File: src/rtl/addsub_arbiter.sv
// Two-requester arbiter and sequencer for one shared 4-bit add/subtract datapath.
// Define ADDSUB_ARB_FIXED_PRIO_EN for fixed priority (requester 0 wins ties); default is round-robin.
module addsub_arbiter (
  input  logic       clk,
  input  logic       rst_n,
  input  logic       req0,
  input  logic [3:0] a0,
  input  logic [3:0] b0,
  input  logic       op0,
  input  logic       req1,
  input  logic [3:0] a1,
  input  logic [3:0] b1,
  input  logic       op1,
  output logic       ack0,
  output logic       ack1,
  output logic [3:0] result,
  output logic       carry,
  output logic       overflow,
  output logic       busy,
  output logic       grant_id
);

  typedef enum logic [1:0] {IDLE, EXEC, DONE} state_t;

  state_t     state;
  state_t     state_nxt;
  logic [3:0] a_q;
  logic [3:0] b_q;
  logic       op_q;
  logic       winner;
  logic [3:0] b_eff;
  logic [4:0] sum;
`ifndef ADDSUB_ARB_FIXED_PRIO_EN
  logic       last_grant;
`endif

  // On a tie the requester not served last wins, unless fixed priority is built in.
  always_comb begin
    winner = 1'b0;
    if (req0 && req1) begin
`ifdef ADDSUB_ARB_FIXED_PRIO_EN
      winner = 1'b0;
`else
      winner = ~last_grant;
`endif
    end else if (req1) begin
      winner = 1'b1;
    end
  end

  always_comb begin
    state_nxt = state;
    case (state)
      IDLE:    if (req0 || req1) state_nxt = EXEC;
      EXEC:    state_nxt = DONE;
      DONE:    state_nxt = IDLE;
      default: state_nxt = IDLE;
    endcase
  end

  always_ff @(posedge clk or negedge rst_n) begin
    if (!rst_n) state <= IDLE;
    else        state <= state_nxt;
  end

  // Subtraction is A + ~B + 1, so the carry-in is the opcode itself.
  always_comb begin
    b_eff = op_q ? ~b_q : b_q;
    sum   = {1'b0, a_q} + {1'b0, b_eff} + {4'b0000, op_q};
  end

  always_ff @(posedge clk or negedge rst_n) begin
    if (!rst_n) begin
      a_q        <= 4'd0;
      b_q        <= 4'd0;
      op_q       <= 1'b0;
      grant_id   <= 1'b0;
      result     <= 4'd0;
      carry      <= 1'b0;
      overflow   <= 1'b0;
      ack0       <= 1'b0;
      ack1       <= 1'b0;
      busy       <= 1'b0;
`ifndef ADDSUB_ARB_FIXED_PRIO_EN
      last_grant <= 1'b1;
`endif
    end else begin
      busy <= (state_nxt != IDLE);
      ack0 <= (state_nxt == DONE) && !grant_id;
      ack1 <= (state_nxt == DONE) && grant_id;
      if (state == IDLE && state_nxt == EXEC) begin
        a_q        <= winner ? a1 : a0;
        b_q        <= winner ? b1 : b0;
        op_q       <= winner ? op1 : op0;
        grant_id   <= winner;
`ifndef ADDSUB_ARB_FIXED_PRIO_EN
        last_grant <= winner;
`endif
      end
      if (state == EXEC) begin
        result   <= sum[3:0];
        carry    <= sum[4];
        overflow <= (a_q[3] == b_eff[3]) && (sum[3] != a_q[3]);
      end
    end
  end

endmodule

File: config.mk
export PLATFORM = sky130hd
export DESIGN_NAME = addsub_arbiter
export DESIGN_NICKNAME = d
export VERILOG_FILES = /design/src/rtl/addsub_arbiter.sv
export SDC_FILE = /design/constraint.sdc
export NUM_CORES = 1
export LEC_CHECK = 0
export ABC_AREA = 1
export CORE_MARGIN = 2
export CORE_UTILIZATION = 49
export CTS_CLUSTER_SIZE = 40
export DETAILED_ROUTE_END_ITERATION = 16
export PLACE_DENSITY_LB_ADDON = 0.05
export SLEW_MARGIN = 20
export SYNTH_ARGS = -nofsm -noshare
export SYNTH_HDL_FRONTEND = slang
export SYNTH_SLANG_ARGS = --single-unit
export TNS_END_PERCENT = 30
File: constraint.sdc
create_clock -name clk -period 3.15 [get_ports clk]
set_clock_uncertainty 0.1 [all_clocks]
set_input_delay 0.63 -clock clk [delete_from_list [all_inputs] [get_ports clk]]
set_output_delay 0.63 -clock clk [all_outputs]
set_load 0.05 [all_outputs]
# Yosys cells after proc, flatten, opt, wreduce, memory -nomap -nowiden
# Index checks and enable logic that the tools add are counted.
# W data, S select, Z words.
[word_totals]
in_bits = 22
out_inout_bits = 10
regBits = 22
word_cells = 38
[op_classes]
n_reduce_logical = 9
n_addsub = 2
eq_ne = 5
n_mux = 8
bitwise = 2
[op_table]
columns = ["op", "count"]
rows = [
  ["$mux W4", 3],
  ["$add A4 B4 Y5", 1],
  ["$add A5 B1 Y5", 1],
  ["$logic_and A1 B1 Y1", 5],
  ["$eq A2 B1 Y1 const B", 2],
  ["$not A4 Y4", 1],
  ["$pmux W2 S2", 1],
  ["$mux W1", 3],
  ["$eq A2 B2 Y1 const B", 1],
  ["$logic_not A2 Y1", 1],
  ["$mux W2", 1],
  ["$reduce_bool A2 Y1", 1],
  ["$eq A1 B1 Y1", 1],
  ["$logic_not A1 Y1", 1],
  ["$logic_or A1 B1 Y1", 1],
  ["$ne A1 B1 Y1", 1],
  ["$not A1 Y1", 1],
]

# Depth between registers and ports, before layout
[logic_depth]
ltp_word = 6
depth_mapped = 10

# Worst setup path after synthesis
# Ideal clock, no wire load.
[synth_timing]
kind = "register -> register"
startpoint = "register op_q"
endpoint = "register overflow"
slack_ns = 1.538
stages_incl_launch_ff = 8
period_less_slack_ns = 1.612
arrival_ns = 1.394
path_cell_list = "dfrtp_1 buf_6 xor2_1 ha_1 a21oi_1 nand3_1 nand3_1 nand2_1"
[synth_via]
elab_chain_cells = 5
[synth_rtl]
columns = ["element", "line", "text"]
rows = [
  ["start: declaration", "29", "logic op_q;"],
  ["start signal: assignment", "94", "op_q <= winner ? op1 : op0;"],
  ["$mux W4", "68", "b_eff = op_q ? ~b_q : b_q;"],
  ["$add A4 B4 Y5", "69", "sum = {1'b0, a_q} + {1'b0, b_eff} + {4'b0000, op_q};"],
  ["$add A5 B1 Y5", "69", ""],
  ["$ne A1 B1 Y1", "103", "overflow <= (a_q[3] == b_eff[3]) && (sum[3] != a_q[3]);"],
  ["$logic_and A1 B1 Y1 (*)", "103", ""],
  ["end signal: assignment", "103", ""],
  ["end: declaration", "18", "output logic overflow,"],
]
# Every way passes the cells marked *; elsewhere a longest branch is shown, timed or not.
# A chain may end at the register's enable or synchronous reset.

# Final worst setup path
[layout_timing]
startpoint = "register grant_id"
endpoint = "output grant_id"
[layout_lines]
columns = ["element", "line", "text"]
rows = [
  ["start: declaration", "20", "output logic grant_id"],
  ["start signal: assignment", "95", "grant_id <= winner;"],
]
# No word-level cell between the ends.

==> reports/results.txt <==
Crit path max-delay family: buffers and inverters
WL/cell: 10.7 µm
vias in the first global route: 845
Crit path required time: 2.42 ns
Max Buffers Root-to-Sink: 2
GPL Wtd Cong: 0.821
area grow syn2layout: 32.6%
TritonCTS clock tree: yes
DRT Pass-1 Iters: 4
Final Total Pwr: 1.60 mW
period utilization: 0.710
Cell Chain, Critical Path: clkdlybuf4s50_1
CP bufs+invs: 1
async set-or-reset flop fraction in the synthesized netlist: 1.00
Die Y: 50.8 µm
Syn Nets: 146
post-synthesis cell area: 1070 µm²
total track usage: 0.184
number of cell rows: 16
pwr dens: 1130 nW/µm²
CP Launch Type: flip-flop
final wirelength: 1.92 mm
most frequent cells in the layout: 37 x nand2_1, 31 x clkdlybuf4s50_1, 21 x dfrtp_1, 12 x nor2_1, 7 x inv_1
FF-to-FF End: result[3]$_DFFE_PN0P_
placed insts: 175
Post-Synthesis Cells: 120
Post-CTS Resized: 0
H-tree depth reported by CTS: 1
YS warnings: 0
Rel. slew slack: 0.664
Finished Layout Cells: 179
Setup TNS: 0 ns
Max Cap Viol: 0
vias: 879
drc violations: 0
flops & latches, synth: 22
hold buffer count at CTS: 0
Starting DRT DRC Count: 11
leak pwr: 0.649 nW
Worst-Margin Slew: 0.502 ns
Final Max Slew Viols: 0
Crit Path Max Fanout: 3
Worst R2R Setup Slack: 1.41 ns
Worst Hold Class: reg -> reg
Root Buffer: clkbuf_4
Post-synth EDFFs: 0
crit path kind: reg -> out
Port Buffers: 31
CP Capture Type: primary output
Max IR drop VDD: 0.638 mV
most common cell after layout, fill and taps aside: nand2_1
largest net degree at the start of global routing: 23
instance count on the critical path: 1
Sink Count: 22
crit-path max cell delay: 0.81 ns
vias per cell: 4.91
status: finished clean
Clk Latency, worst-skew pair: 0.31 ns
distinct cell type count after synthesis: 23
Top FF cell, synth: dfrtp_1
layout cells sized above 1: 0.0789
WHS Endpoint: busy$_DFF_PN0_
Hold Path Depth: 1
Filler cells: 171
Worst-path clk slew: 0.12 ns
die area: 2580 µm²
RSZ-0062 raised after global routing: no
hpwl dp: 1.49 mm
Die W: 50.8 µm
Syn Area/Cell: 8.94 µm²
remaining antenna violation count: 0
CTS buffer count: 3
final worst path period need: 2.24 ns
final hold vios: 0
first-pass GRT wire length: 3.49 mm
HP Start: state[1]$_DFF_PN0_
grt total ovfl: 0
Max Clk Rate: 0.447 GHz
Final Util: 0.703
IO Pins: 32
# setup viols final: 0
R2R depth: 6
Initial Util: 0.530
CORE AREA: 2020 µm²
Final #Nets: 179
register area share after synthesis: 0.515
diodes inserted: 0
Crit-path slowest cell: clkdlybuf4s50_1
Data arrival, critical path: 1.51 ns
r2r startpoint: op_q$_DFFE_PN0P_
# Post-CTS Setup Buffers: 0
initial antenna violation count: 0
[cell usage after synthesis (2+ instances only)]
master,n,area share
o21ai_1,3,0.014
o22ai_1,2,0.012
a31oi_1,6,0.035
o21ai_0,4,0.019
ha_1,3,0.035
nor2_1,12,0.042
buf_6,3,0.032
dfrtp_1,21,0.49
nand3_1,3,0.014
xor2_1,3,0.025
nor2_2,2,0.012
inv_1,7,0.025
nand2_1,37,0.13
a21oi_1,5,0.023
[layer usage]
layer	routed length [µm]	global-route usage
met1	818	0.209
met2	954	0.325
met3	98	0.0298
met4	44	0.104
met5	0	0
[logic make-up after synthesis]
| family | after synthesis | synth area share |
|---|---|---|
| xor gates and xnor gates | 4 | 0.0327 |
| AOI/OAI and AO/OA | 22 | 0.121 |
| adders and majority gates | 4 | 0.0537 |
| buffers and inverters | 12 | 0.0642 |
| and+or+nand+nor | 56 | 0.214 |
| DFF | 22 | 0.515 |
[power breakdown]
part | leakage [nW] | total, mW | internal (mW) | switching [mW]
registers | 0.262 | 0.513 | 0.424 | 0.0891
clock network | 0.0210 | 0.156 | 0.0706 | 0.0851
logic | 0.367 | 0.933 | 0.347 | 0.587
total | 0.649 | 1.60 | 0.841 | 0.761
[how the worst max path moves through the flow]
| stage | from | end |
|---|---|---|
| detailed placement | req1 | b_q[0]$_DFFE_PN0P_ |
| floorplan | op_q$_DFFE_PN0P_ | overflow$_DFFE_PN0P_ |
| global placement | req1 | b_q[0]$_DFFE_PN0P_ |
| finish | grant_id$_DFFE_PN0P_ | grant_id |
| global route | grant_id$_DFFE_PN0P_ | grant_id |
| CTS | grant_id$_DFFE_PN0P_ | grant_id |
[registers in the layout (all words and copies together), names as in the netlist, 2 cells and up]
name / count
a_q: 4
b_q: 4
result: 4
state: 2
[cell type report]
cell class                      count  area (µm²)  share of cell area
Sequential cell                    22         552               0.388
Multi-Input combinational cell     86         452               0.318
Timing Repair Buffer               32         318               0.224
Clock buffer                        4        36.3              0.0255
Tap cell                           27        33.8              0.0238
Inverter                            8        30.0              0.0211
[metrics by stage]
stage | instance area [µm²] | setup slack [ns] | hold WS (ns)
2_1_floorplan | 1070 | 1.54 | 0.234
3_3_place_gp | 1390 | 1.13 | 0.334
3_5_place_dp | 1390 | 1.08 | 0.309
4_1_cts | 1420 | 0.897 | 0.343
5_1_grt | 1420 | 0.848 | 0.389
6_report | 1420 | 0.914 | 0.342
Note: power is estimated with default switching activity, not from simulation.
